<file path="config.mk">
export PLATFORM = sky130hd
export DESIGN_NAME = reorder_buffer_flat
export DESIGN_NICKNAME = d
export VERILOG_FILES = /design/src/rtl/reorder_buffer_pkg.sv /design/src/rtl/reorder_buffer_if.sv /design/src/rtl/reorder_buffer_chk.sv /design/src/rtl/reorder_buffer.sv /design/src/flat_wrapper.sv
export SDC_FILE = /design/constraint.sdc
export NUM_CORES = 2
export LEC_CHECK = 0
export ABC_AREA = 1
export CAP_MARGIN = 20
export CORE_ASPECT_RATIO = 1.1
export CORE_MARGIN = 2
export CORE_UTILIZATION = 58
export DETAILED_ROUTE_END_ITERATION = 8
export PLACE_DENSITY = 0.86
export SKIP_LAST_GASP = 1
export SYNTH_ARGS = -nofsm -noshare
export SYNTH_HDL_FRONTEND = slang
export SYNTH_HIERARCHICAL = 1
export SYNTH_SLANG_ARGS = --single-unit
export TNS_END_PERCENT = 100
</file>
<file path="constraint.sdc">
create_clock -name clk -period 10.75 [get_ports clk]
set_input_delay 3.225 -clock clk [delete_from_list [all_inputs] [get_ports clk]]
set_output_delay 3.225 -clock clk [all_outputs]
set_load 0.01 [all_outputs]
</file>
<file path="src/rtl/reorder_buffer_pkg.sv">
// Shared reorder-buffer definitions: sizes, ID width and the entry layout.
// Reservation stations and the register file take their ROB ID width from here.
package reorder_buffer_pkg;

    localparam int ROB_SIZE = 16;
    localparam int ROB_ID_W = 4;
    localparam int XLEN     = 32;
    localparam int RD_W     = 5;

    localparam logic TRUE  = 1'b1;
    localparam logic FALSE = 1'b0;

    localparam logic [ROB_ID_W:0] ROB_FULL_CNT = 5'd16;
    localparam logic [ROB_ID_W:0] CNT_ONE      = 5'd1;
    localparam logic [XLEN-1:0]   PC_STEP      = 32'd4;
    localparam logic [RD_W-1:0]   RD_ZERO      = 5'd0;

    typedef logic [ROB_ID_W-1:0] rob_id_t;

    typedef struct packed {
        logic            busy;
        logic            ready;
        logic [XLEN-1:0] pc;
        logic            has_rd;
        logic [RD_W-1:0] rd;
        logic            is_branch;
        logic            pred_taken;
        logic [XLEN-1:0] value;
        logic            taken;
        logic [XLEN-1:0] target;
    } rob_entry_t;

    // Pointer increment; ROB_SIZE is a power of two so wrap is free.
    function automatic rob_id_t next_ptr(input rob_id_t ptr);
        return ptr + 4'd1;
    endfunction

endpackage

</file>
<file path="src/rtl/reorder_buffer_if.sv">
// Decode, ALU, update-bus, commit and roll-back signals of the reorder buffer.
interface reorder_buffer_if;
    import reorder_buffer_pkg::*;

    logic                id_valid;
    logic [XLEN-1:0]     id_inst_pc;
    logic                id_has_rd;
    logic [RD_W-1:0]     id_rd;
    logic                id_is_branch;
    logic                id_pred_taken;
    rob_id_t             new_id;
    logic                rob_full;

    logic                alu_valid;
    rob_id_t             alu_rob_id;
    logic [XLEN-1:0]     alu_value;
    logic                alu_taken;
    logic [XLEN-1:0]     alu_target;

    logic                upd_valid;
    rob_id_t             upd_rob_id;
    logic [XLEN-1:0]     upd_value;

    logic                cm_valid;
    logic [RD_W-1:0]     cm_rd;
    logic [XLEN-1:0]     cm_value;
    rob_id_t             cm_rob_id;

    logic                roll_back_flag;
    logic [XLEN-1:0]     roll_back_pc;

    modport master (
        input  id_valid, id_inst_pc, id_has_rd, id_rd, id_is_branch, id_pred_taken,
        input  alu_valid, alu_rob_id, alu_value, alu_taken, alu_target,
        output new_id, rob_full,
        output upd_valid, upd_rob_id, upd_value,
        output cm_valid, cm_rd, cm_value, cm_rob_id,
        output roll_back_flag, roll_back_pc
    );

    modport slave (
        output id_valid, id_inst_pc, id_has_rd, id_rd, id_is_branch, id_pred_taken,
        output alu_valid, alu_rob_id, alu_value, alu_taken, alu_target,
        input  new_id, rob_full,
        input  upd_valid, upd_rob_id, upd_value,
        input  cm_valid, cm_rd, cm_value, cm_rob_id,
        input  roll_back_flag, roll_back_pc
    );

endinterface

</file>
<file path="src/rtl/reorder_buffer_chk.sv">
// Protocol checker: the ALU may only complete an entry that is still in flight.
module reorder_buffer_chk
    import reorder_buffer_pkg::*;
(
    input logic                clk,
    input logic                rst,
    input logic                rdy,
    input logic                alu_valid,
    input rob_id_t             alu_rob_id,
    input logic                roll_back_flag,
    input logic [ROB_SIZE-1:0] busy_vec
);

    // Completions during a flush cycle are dropped, so they are not checked.
    alu_id_busy: assert property (@(posedge clk) disable iff (rst)
        (rdy && alu_valid && !roll_back_flag) |-> busy_vec[alu_rob_id]);

endmodule

</file>
<file path="src/rtl/reorder_buffer.sv">
// 16-entry circular reorder buffer: in-order allocate/commit, out-of-order
// completion with a one-cycle update broadcast, and flush on branch mispredict.
module reorder_buffer
    import reorder_buffer_pkg::*;
(
    input logic             clk,
    input logic             rst,
    input logic             rdy,
    reorder_buffer_if.master rob
);

    rob_entry_t          entries_r [ROB_SIZE];
    rob_id_t             head_r;
    rob_id_t             tail_r;
    logic [ROB_ID_W:0]   count_r;

    logic                upd_valid_r;
    rob_id_t             upd_rob_id_r;
    logic [XLEN-1:0]     upd_value_r;
    logic                cm_valid_r;
    logic [RD_W-1:0]     cm_rd_r;
    logic [XLEN-1:0]     cm_value_r;
    rob_id_t             cm_rob_id_r;
    logic                roll_back_flag_r;
    logic [XLEN-1:0]     roll_back_pc_r;

    rob_entry_t          head_entry_s;
    logic                rob_full_s;
    logic                accept_s;
    logic                alloc_s;
    logic                comp_s;
    logic                commit_s;
    logic                mispredict_s;
    logic                write_rd_s;
    logic [XLEN-1:0]     rb_pc_s;
    logic [ROB_ID_W:0]   count_nxt_s;
    logic [ROB_SIZE-1:0] busy_vec_s;

    assign rob_full_s         = (count_r == ROB_FULL_CNT);
    assign rob.rob_full       = rob_full_s;
    assign rob.new_id         = tail_r;
    assign rob.upd_valid      = upd_valid_r;
    assign rob.upd_rob_id     = upd_rob_id_r;
    assign rob.upd_value      = upd_value_r;
    assign rob.cm_valid       = cm_valid_r;
    assign rob.cm_rd          = cm_rd_r;
    assign rob.cm_value       = cm_value_r;
    assign rob.cm_rob_id      = cm_rob_id_r;
    assign rob.roll_back_flag = roll_back_flag_r;
    assign rob.roll_back_pc   = roll_back_pc_r;

    // Per-cycle decisions: allocate, complete, commit and mispredict detection.
    always_comb begin
        head_entry_s = entries_r[head_r];
        accept_s     = rdy & ~roll_back_flag_r;
        alloc_s      = FALSE;
        comp_s       = FALSE;
        commit_s     = FALSE;
        mispredict_s = FALSE;
        write_rd_s   = FALSE;
        rb_pc_s      = head_entry_s.pc + PC_STEP;
        if (accept_s) begin
            alloc_s = rob.id_valid & ~rob_full_s;
            comp_s  = rob.alu_valid & entries_r[rob.alu_rob_id].busy;
        end else begin
            alloc_s = FALSE;
            comp_s  = FALSE;
        end
        // Commit looks at the registered ready bit, so a same-cycle completion waits one cycle.
        if (rdy && head_entry_s.busy && head_entry_s.ready) begin
            commit_s     = TRUE;
            mispredict_s = head_entry_s.is_branch & (head_entry_s.taken != head_entry_s.pred_taken);
            write_rd_s   = head_entry_s.has_rd & (head_entry_s.rd != RD_ZERO);
        end else begin
            commit_s     = FALSE;
            mispredict_s = FALSE;
            write_rd_s   = FALSE;
        end
        if (head_entry_s.taken) begin
            rb_pc_s = head_entry_s.target;
        end else begin
            rb_pc_s = head_entry_s.pc + PC_STEP;
        end
    end

    // Occupancy update from allocate/commit.
    always_comb begin
        count_nxt_s = count_r;
        case ({alloc_s, commit_s})
            2'b10:   count_nxt_s = count_r + CNT_ONE;
            2'b01:   count_nxt_s = count_r - CNT_ONE;
            default: count_nxt_s = count_r;
        endcase
    end

    // Busy vector for the protocol checker.
    always_comb begin
        busy_vec_s = '0;
        for (int i = 0; i < ROB_SIZE; i++) begin
            busy_vec_s[i] = entries_r[i].busy;
        end
    end

    // Entry array, pointers and occupancy.
    always_ff @(posedge clk) begin
        if (rst) begin
            for (int i = 0; i < ROB_SIZE; i++) begin
                entries_r[i] <= '0;
            end
            head_r  <= '0;
            tail_r  <= '0;
            count_r <= '0;
        end else if (mispredict_s) begin
            for (int i = 0; i < ROB_SIZE; i++) begin
                entries_r[i].busy  <= FALSE;
                entries_r[i].ready <= FALSE;
            end
            head_r  <= '0;
            tail_r  <= '0;
            count_r <= '0;
        end else if (rdy) begin
            if (alloc_s) begin
                entries_r[tail_r] <= '{busy: TRUE, ready: FALSE, pc: rob.id_inst_pc,
                                       has_rd: rob.id_has_rd, rd: rob.id_rd,
                                       is_branch: rob.id_is_branch, pred_taken: rob.id_pred_taken,
                                       value: '0, taken: FALSE, target: '0};
                tail_r <= next_ptr(tail_r);
            end
            if (comp_s) begin
                entries_r[rob.alu_rob_id].ready  <= TRUE;
                entries_r[rob.alu_rob_id].value  <= rob.alu_value;
                entries_r[rob.alu_rob_id].taken  <= rob.alu_taken;
                entries_r[rob.alu_rob_id].target <= rob.alu_target;
            end
            if (commit_s) begin
                entries_r[head_r].busy <= FALSE;
                head_r <= next_ptr(head_r);
            end
            count_r <= count_nxt_s;
        end
    end

    // Registered pulse and data outputs; pulses drop whenever rdy is low.
    always_ff @(posedge clk) begin
        if (rst) begin
            upd_valid_r      <= FALSE;
            upd_rob_id_r     <= '0;
            upd_value_r      <= '0;
            cm_valid_r       <= FALSE;
            cm_rd_r          <= '0;
            cm_value_r       <= '0;
            cm_rob_id_r      <= '0;
            roll_back_flag_r <= FALSE;
            roll_back_pc_r   <= '0;
        end else if (!rdy) begin
            upd_valid_r      <= FALSE;
            cm_valid_r       <= FALSE;
            roll_back_flag_r <= FALSE;
        end else begin
            // A completion landing on the flush edge is discarded, so nothing is broadcast.
            upd_valid_r      <= comp_s & ~mispredict_s;
            cm_valid_r       <= write_rd_s;
            roll_back_flag_r <= mispredict_s;
            if (comp_s && !mispredict_s) begin
                upd_rob_id_r <= rob.alu_rob_id;
                upd_value_r  <= rob.alu_value;
            end
            if (write_rd_s) begin
                cm_rd_r     <= head_entry_s.rd;
                cm_value_r  <= head_entry_s.value;
                cm_rob_id_r <= head_r;
            end
            if (mispredict_s) begin
                roll_back_pc_r <= rb_pc_s;
            end
        end
    end

    reorder_buffer_chk u_chk (
        .clk            (clk),
        .rst            (rst),
        .rdy            (rdy),
        .alu_valid      (rob.alu_valid),
        .alu_rob_id     (rob.alu_rob_id),
        .roll_back_flag (roll_back_flag_r),
        .busy_vec       (busy_vec_s)
    );

endmodule

</file>
<file path="src/flat_wrapper.sv">
// flat-port wrapper written by rule: the top's interface ports become plain ports
module reorder_buffer_flat import reorder_buffer_pkg::*;
  (clk, rst, rdy, rob_id_valid, rob_id_inst_pc, rob_id_has_rd, rob_id_rd, rob_id_is_branch, rob_id_pred_taken, rob_alu_valid, rob_alu_rob_id, rob_alu_value, rob_alu_taken, rob_alu_target, rob_new_id, rob_rob_full, rob_upd_valid, rob_upd_rob_id, rob_upd_value, rob_cm_valid, rob_cm_rd, rob_cm_value, rob_cm_rob_id, rob_roll_back_flag, rob_roll_back_pc);
  reorder_buffer_if rob_i ();
  input logic clk;
  input logic rst;
  input logic rdy;
  input wire logic [$bits(rob_i.id_valid)-1:0] rob_id_valid;
  input wire logic [$bits(rob_i.id_inst_pc)-1:0] rob_id_inst_pc;
  input wire logic [$bits(rob_i.id_has_rd)-1:0] rob_id_has_rd;
  input wire logic [$bits(rob_i.id_rd)-1:0] rob_id_rd;
  input wire logic [$bits(rob_i.id_is_branch)-1:0] rob_id_is_branch;
  input wire logic [$bits(rob_i.id_pred_taken)-1:0] rob_id_pred_taken;
  input wire logic [$bits(rob_i.alu_valid)-1:0] rob_alu_valid;
  input wire logic [$bits(rob_i.alu_rob_id)-1:0] rob_alu_rob_id;
  input wire logic [$bits(rob_i.alu_value)-1:0] rob_alu_value;
  input wire logic [$bits(rob_i.alu_taken)-1:0] rob_alu_taken;
  input wire logic [$bits(rob_i.alu_target)-1:0] rob_alu_target;
  output wire logic [$bits(rob_i.new_id)-1:0] rob_new_id;
  output wire logic [$bits(rob_i.rob_full)-1:0] rob_rob_full;
  output wire logic [$bits(rob_i.upd_valid)-1:0] rob_upd_valid;
  output wire logic [$bits(rob_i.upd_rob_id)-1:0] rob_upd_rob_id;
  output wire logic [$bits(rob_i.upd_value)-1:0] rob_upd_value;
  output wire logic [$bits(rob_i.cm_valid)-1:0] rob_cm_valid;
  output wire logic [$bits(rob_i.cm_rd)-1:0] rob_cm_rd;
  output wire logic [$bits(rob_i.cm_value)-1:0] rob_cm_value;
  output wire logic [$bits(rob_i.cm_rob_id)-1:0] rob_cm_rob_id;
  output wire logic [$bits(rob_i.roll_back_flag)-1:0] rob_roll_back_flag;
  output wire logic [$bits(rob_i.roll_back_pc)-1:0] rob_roll_back_pc;
  assign rob_i.id_valid = rob_id_valid;
  assign rob_i.id_inst_pc = rob_id_inst_pc;
  assign rob_i.id_has_rd = rob_id_has_rd;
  assign rob_i.id_rd = rob_id_rd;
  assign rob_i.id_is_branch = rob_id_is_branch;
  assign rob_i.id_pred_taken = rob_id_pred_taken;
  assign rob_i.alu_valid = rob_alu_valid;
  assign rob_i.alu_rob_id = rob_alu_rob_id;
  assign rob_i.alu_value = rob_alu_value;
  assign rob_i.alu_taken = rob_alu_taken;
  assign rob_i.alu_target = rob_alu_target;
  assign rob_new_id = rob_i.new_id;
  assign rob_rob_full = rob_i.rob_full;
  assign rob_upd_valid = rob_i.upd_valid;
  assign rob_upd_rob_id = rob_i.upd_rob_id;
  assign rob_upd_value = rob_i.upd_value;
  assign rob_cm_valid = rob_i.cm_valid;
  assign rob_cm_rd = rob_i.cm_rd;
  assign rob_cm_value = rob_i.cm_value;
  assign rob_cm_rob_id = rob_i.cm_rob_id;
  assign rob_roll_back_flag = rob_i.roll_back_flag;
  assign rob_roll_back_pc = rob_i.roll_back_pc;
  reorder_buffer u_core (.clk(clk), .rst(rst), .rdy(rdy), .rob(rob_i));
endmodule
</file>
# Yosys cells after proc, flatten, opt, wreduce, memory -nomap -nowiden
# Memories as Yosys holds them, arrays and structs flattened. A register that Yosys moved wholly into a read port is not among the register bits.
# Cells that the tools add are included.
# W data, S select, Z words.
totals:
  n_memories: 1
  mem_bits_rw: 1712
  rom_bits: 0
  ff_bits: 125
  latch_bits: 0
  wordCells: 151
op_classes:
  reduce_logical: 17
  add_sub_neg: 5
  bitwise: 42
  magnitude_cmp: 0
  n_div: 0
  n_mul: 0
  shift: 0
  n_mux: 70
  n_eq_ne: 4
memory_table:
  columns: ["memory", "words", "width", "rd", "rd_clocked_by_memory_dff", "wr", "line_no", "source"]
  rows:
  - ["u_core.entries_r", 16, 107, 2, 1, 16, "reorder_buffer.sv:12", "rob_entry_t entries_r [ROB_SIZE];"]
ops:
  columns: ["cell", "count"]
  rows:
  - ["$mux W107", 3]
  - ["$reduce_or A107 Y1", 3]
  - ["$mux W1", 57]
  - ["$add A32 B3 Y32 const B", 1]
  - ["$mux W32", 1]
  - ["$or A1 B1 Y1", 32]
  - ["$mux W4", 6]
  - ["$reduce_and A2 Y1", 6]
  - ["$pmux W5 S2", 1]
  - ["$add A4 B1 Y4 const B", 2]
  - ["$and A1 B1 Y1", 6]
  - ["$mux W3", 2]
  - ["$add A5 B1 Y5 const B", 1]
  - ["$eq A5 B5 Y1 const B", 1]
  - ["$reduce_bool A5 Y1", 1]
  - ["$sub A5 B1 Y5 const B", 1]
  - ["$not A1 Y1", 4]
  - ["$reduce_or A2 Y1", 2]
  - ["$logic_and A1 B1 Y1", 3]
  - ["$eq A2 B1 Y1 const B", 1]
  - ["$eq A2 B2 Y1 const B", 1]
  - ["$reduce_bool A2 Y1", 1]
  - ["$logic_not A1 Y1", 1]
  - ["$ne A1 B1 Y1", 1]

# Longest topological paths before layout
logic_depth:
  word_depth: 11
  depth_mapped: 23

# Worst setup path after synthesis
# Ideal clock, no wire load.
synth_timing:
  kind: "input -> register"
  from: "input port rob_alu_rob_id[1]"
  to: "memory u_core/entries_r[3][0] (netlist name) (enable)"
  stages: 13
  arrival_ns: 9.156
  setup_slack_ns: 1.016
  cell_sequence: "inv_2 -> nor2_2 -> a22oi_1 -> a21oi_1 -> o21bai_1 -> o21ai_1 -> nor2_1 -> nand2_1 -> nor2_2 -> buf_4 -> nand2_2 -> buf_6 -> o21ai_0"
synth_lines:
  columns: ["element", "line_no", "source"]
  rows:
  - ["from (decl)", "flat_wrapper.sv:15", "input wire logic [$bits(rob_i.alu_rob_id)-1:0] rob_alu_rob_id;"]
  - ["to (decl)", "reorder_buffer.sv:12", null]

==> summary.txt <==
Run status
  • Run status: complete, no violations

Clock tree
  • Num Clock Sinks: 1,841
  • Setup Fix Bufs, Post-CTS: 0
  • Clk slew on worst S/H paths: about 60 ps
  • Post-CTS sizing: 0
  • H-tree depth: 4
  • Clock Latency Late Sink: 840 ps
  • CTS Buffer Depth: 3
  • TritonCTS Buffers: 176
  • Root Driver: clkbuf_16
  • Post-CTS Hold Buffers: 0
  • CTS tree: yes

Cells and area
  • # diodes: 0
  • Ratio of cells with drive above 1 in the final layout: 9.59%
  • Layout area overhead: 9.11%
  • Most frequent cells in the layout: nor2_1 (2,113), edfxtp_1 (1,680), nand2_1 (1,041), o21ai_0 (671), nand3_1 (421)
  • Layout Nets: around 8,000
  • Most common cell after layout, fill and taps aside: nor2_1
  • Fin util: a little under two thirds

Timing
  • Fin crit share: 81.1%
  • Worst Tran Pin Value: 1170 ps
  • Setup TNS: 0 ps
  • Fin. max-slew vios: 0
  • RSZ-0062 raised after global routing: false
  • # setup viols final: 0
  • Min cycle time layout: about 8700 ps
  • Final number of hold-violating endpoints: 0
  • Max-slew headroom: 22.0%
  • Max Freq: 115 MHz
  • Layout Skew: 49.0 ps

Die
  • Die area: 149,000 µm²
  • DIE HEIGHT: 405 µm
  • FP Rows: roughly 150
  • I/O Pins: about 230
  • Die Wd: between 300 and 400 µm
  • Core area: roughly 150,000 µm²
  • Initial Utilization: approximately 58%

Yosys
  • Post-synth top area cell: edfxtp_1
  • Netlist cell types: 53
  • Total of warnings raised by yosys: 6
  • Mapped cell area: 84,900 µm²
  • Async SR Flop Fraction: 0%
  • Post-synth EDFFs: around 1,700
  • Syn_nets: 8,438
  • Mean post-synth cell area: between 10 and 15 µm²
  • Area fraction of the dominant cell type after synthesis: between 50% and 60%
  • Post-Synthesis Cells: 8,310
  • Sequential share of the synthesized area: a little over three fifths
  • Synth top area cells: edfxtp_1 (59%), nor2_1 (9.3%), nand2_1 (4.7%)
  • Number of synthesized register bits: around 1,800
  • Main synth FF type: edfxtp_1

Global routing
  • Total Routing Usage GR: about 33%
  • Global-route wire length before repair: 379 mm
  • Initial antenna violation count: 3
  • Grt ovf: 0
  • Vias in the first global route: about 65,000
  • Largest net degree at the start of global routing: 209

Pwr
  • Power Dens Cells: 159 nW/µm²
  • Clock group share of total power: 40.6%
  • Pint: 0.0114 W
  • Peak VDD IR: 0.000173 V
  • Leak: 34.6 nW
  • P_sw: 0.00329 W
  • Sequential power share: 54.9%
  • Combinational share of power: 4.5%
  • Sw Ratio: 22.3%

Drt
  • WL met3: 38.1 mm
  • Met2 Routed Length: 119 mm
  • Via/cell ratio: 6.52
  • WL/cell: between 20 and 30 µm
  • Routed Antenna Nets: 0
  • Top Layer Used: met5
  • DR vias: 66,300
  • Pre-Repair DR Iteration Count: 8
  • Final WL: 255 mm
  • Drt drc: 0
  • Iter 0 DRT Violations: 10,900
  • Met1 Routed Length: 80.1 mm

Critical path
  • CP required: 11,210 ps
  • Crit Path Max Fanout: 82
  • Kind of critical path: in2reg
  • Slowest CP cell: nor2_4
  • Crit. End Element: flop
  • CP Launch Type: primary input
  • Worst-path cell chain: clkdlybuf4s50_1 -> nor2_1 -> inv_8 -> a21oi_1 -> o21bai_1 -> o21ai_1 -> nor2_1 -> nand2_2 -> nor2_4 -> nand3_4 -> nand2_4 -> buf_4
  • CP dominant cell by count: nor2_1
  • Data arrival, critical path: 9180 ps
  • Critical path's largest stage delay: a little over 1000 ps

Placement
  • PortBufs: 230
  • Hpwl dp: between 100 and 150 mm
  • Placer Congestion: 0.934

Job
  • Max_cap viols: 0

Worst hold path
  • Path category of the worst min-delay check: reg2reg
worst paths after layout:
path	depth (start not counted)	slack, ps	to	from
max	12	2030	u_core/entries_r[15][4]	rob_alu_rob_id[3]
min	2	450	u_core/rob.roll_back_pc[26]	u_core/rob.roll_back_pc[26]
max reg2reg	15	3400	u_core/entries_r[12][6]	flop
min reg2reg	2	450	u_core/rob.roll_back_pc[26]	u_core/rob.roll_back_pc[26]
Yosys cell counts, types with 57 or more instances:
| cell type | count |
|---|---|
| a21oi_1 | 90 |
| buf_2 | 240 |
| buf_4 | 67 |
| buf_6 | 72 |
| clkbuf_1 | 331 |
| dfxtp_1 | 161 |
| edfxtp_1 | 1680 |
| inv_1 | 366 |
| nand2_1 | 1067 |
| nand3_1 | 434 |
| nor2_1 | 2113 |
| nor3_1 | 132 |
| nor3_2 | 330 |
| o211ai_1 | 57 |
| o21ai_0 | 672 |
| o21ai_1 | 59 |
| o221ai_1 | 185 |
| o22ai_1 | 85 |
critical path: cells and delay by family:
family	cells	cell delay, ps
and+or+nand+nor	6	3870
buffers and inverters	3	1540
AOI/OAI and AO/OA	3	470
area by class of cell:
| class | count | area, µm² |
|---|---|---|
| tap | 1937 | 2420 |
| multi-input combinational | 5357 | 26300 |
| clock inverter | 72 | 536 |
| fill | 10400 | 53000 |
| timing repair buffer | 334 | 3220 |
| clock buffer | 249 | 4960 |
| inverter | 383 | 1490 |
| sequential | 1841 | 53700 |
flip-flops by register name, summed over array words and instances (netlist names), 5 cells and up, named ones only:
name                     count
u_core/entries_r          1712
u_core/rob.cm_value         32
u_core/rob.roll_back_pc     32
u_core/rob.upd_value        32
u_core/count_r               5
u_core/rob.cm_rd             5
per-stage QoR:
| step | hold slack [ps] | cells | worst slack (ps) | area, µm² | total power, W |
|---|---|---|---|---|---|
| after detailed placement | 443 | 9850 | 1360 | 87100 | 0.00887 |
| after floorplan | 446 | 8310 | 1020 | 84900 | 0.00859 |
| after CTS | 455 | 10200 | 2220 | 92600 | 0.0147 |
| final | 453 | 10200 | 2030 | 92600 | 0.0147 |
| after global placement | 442 | 9850 | 1410 | 87100 | 0.00884 |
| after global routing | 472 | 10200 | 1890 | 92600 | 0.0151 |
power by group through the flow:
stage / sequential, W / clock, W / combinational, W
after floorplan: 0.00822 / 0 / 0.000365
after global placement: 0.00822 / 0 / 0.000620
after detailed placement: 0.00823 / 0 / 0.000639
after CTS: 0.00808 / 0.00598 / 0.000645
after global routing: 0.00810 / 0.00626 / 0.000698
final: 0.00808 / 0.00597 / 0.000670
kinds of logic (layout without fill, tap and decap cells):
kind of cell	after synthesis	after routing	synth area share, %
adders and majority gates	14	14	0.215
and+or+nand+nor	4134	4134	21.9
AOI/OAI and AO/OA	1198	1198	8.39
buffers and inverters	1112	1038	6.21
DFF	1841	1841	63.2
xor gates and xnor gates	11	11	0.113
routing by layer:
metal  up-vias  global-route usage (%)
met3      1283                    9.14
met2      5961                    53.8
met1     31000                    39.9
li1      28000                       -
met4         2                    21.1
met5         -                       0
Note: power is estimated with default switching activity, not from simulation.
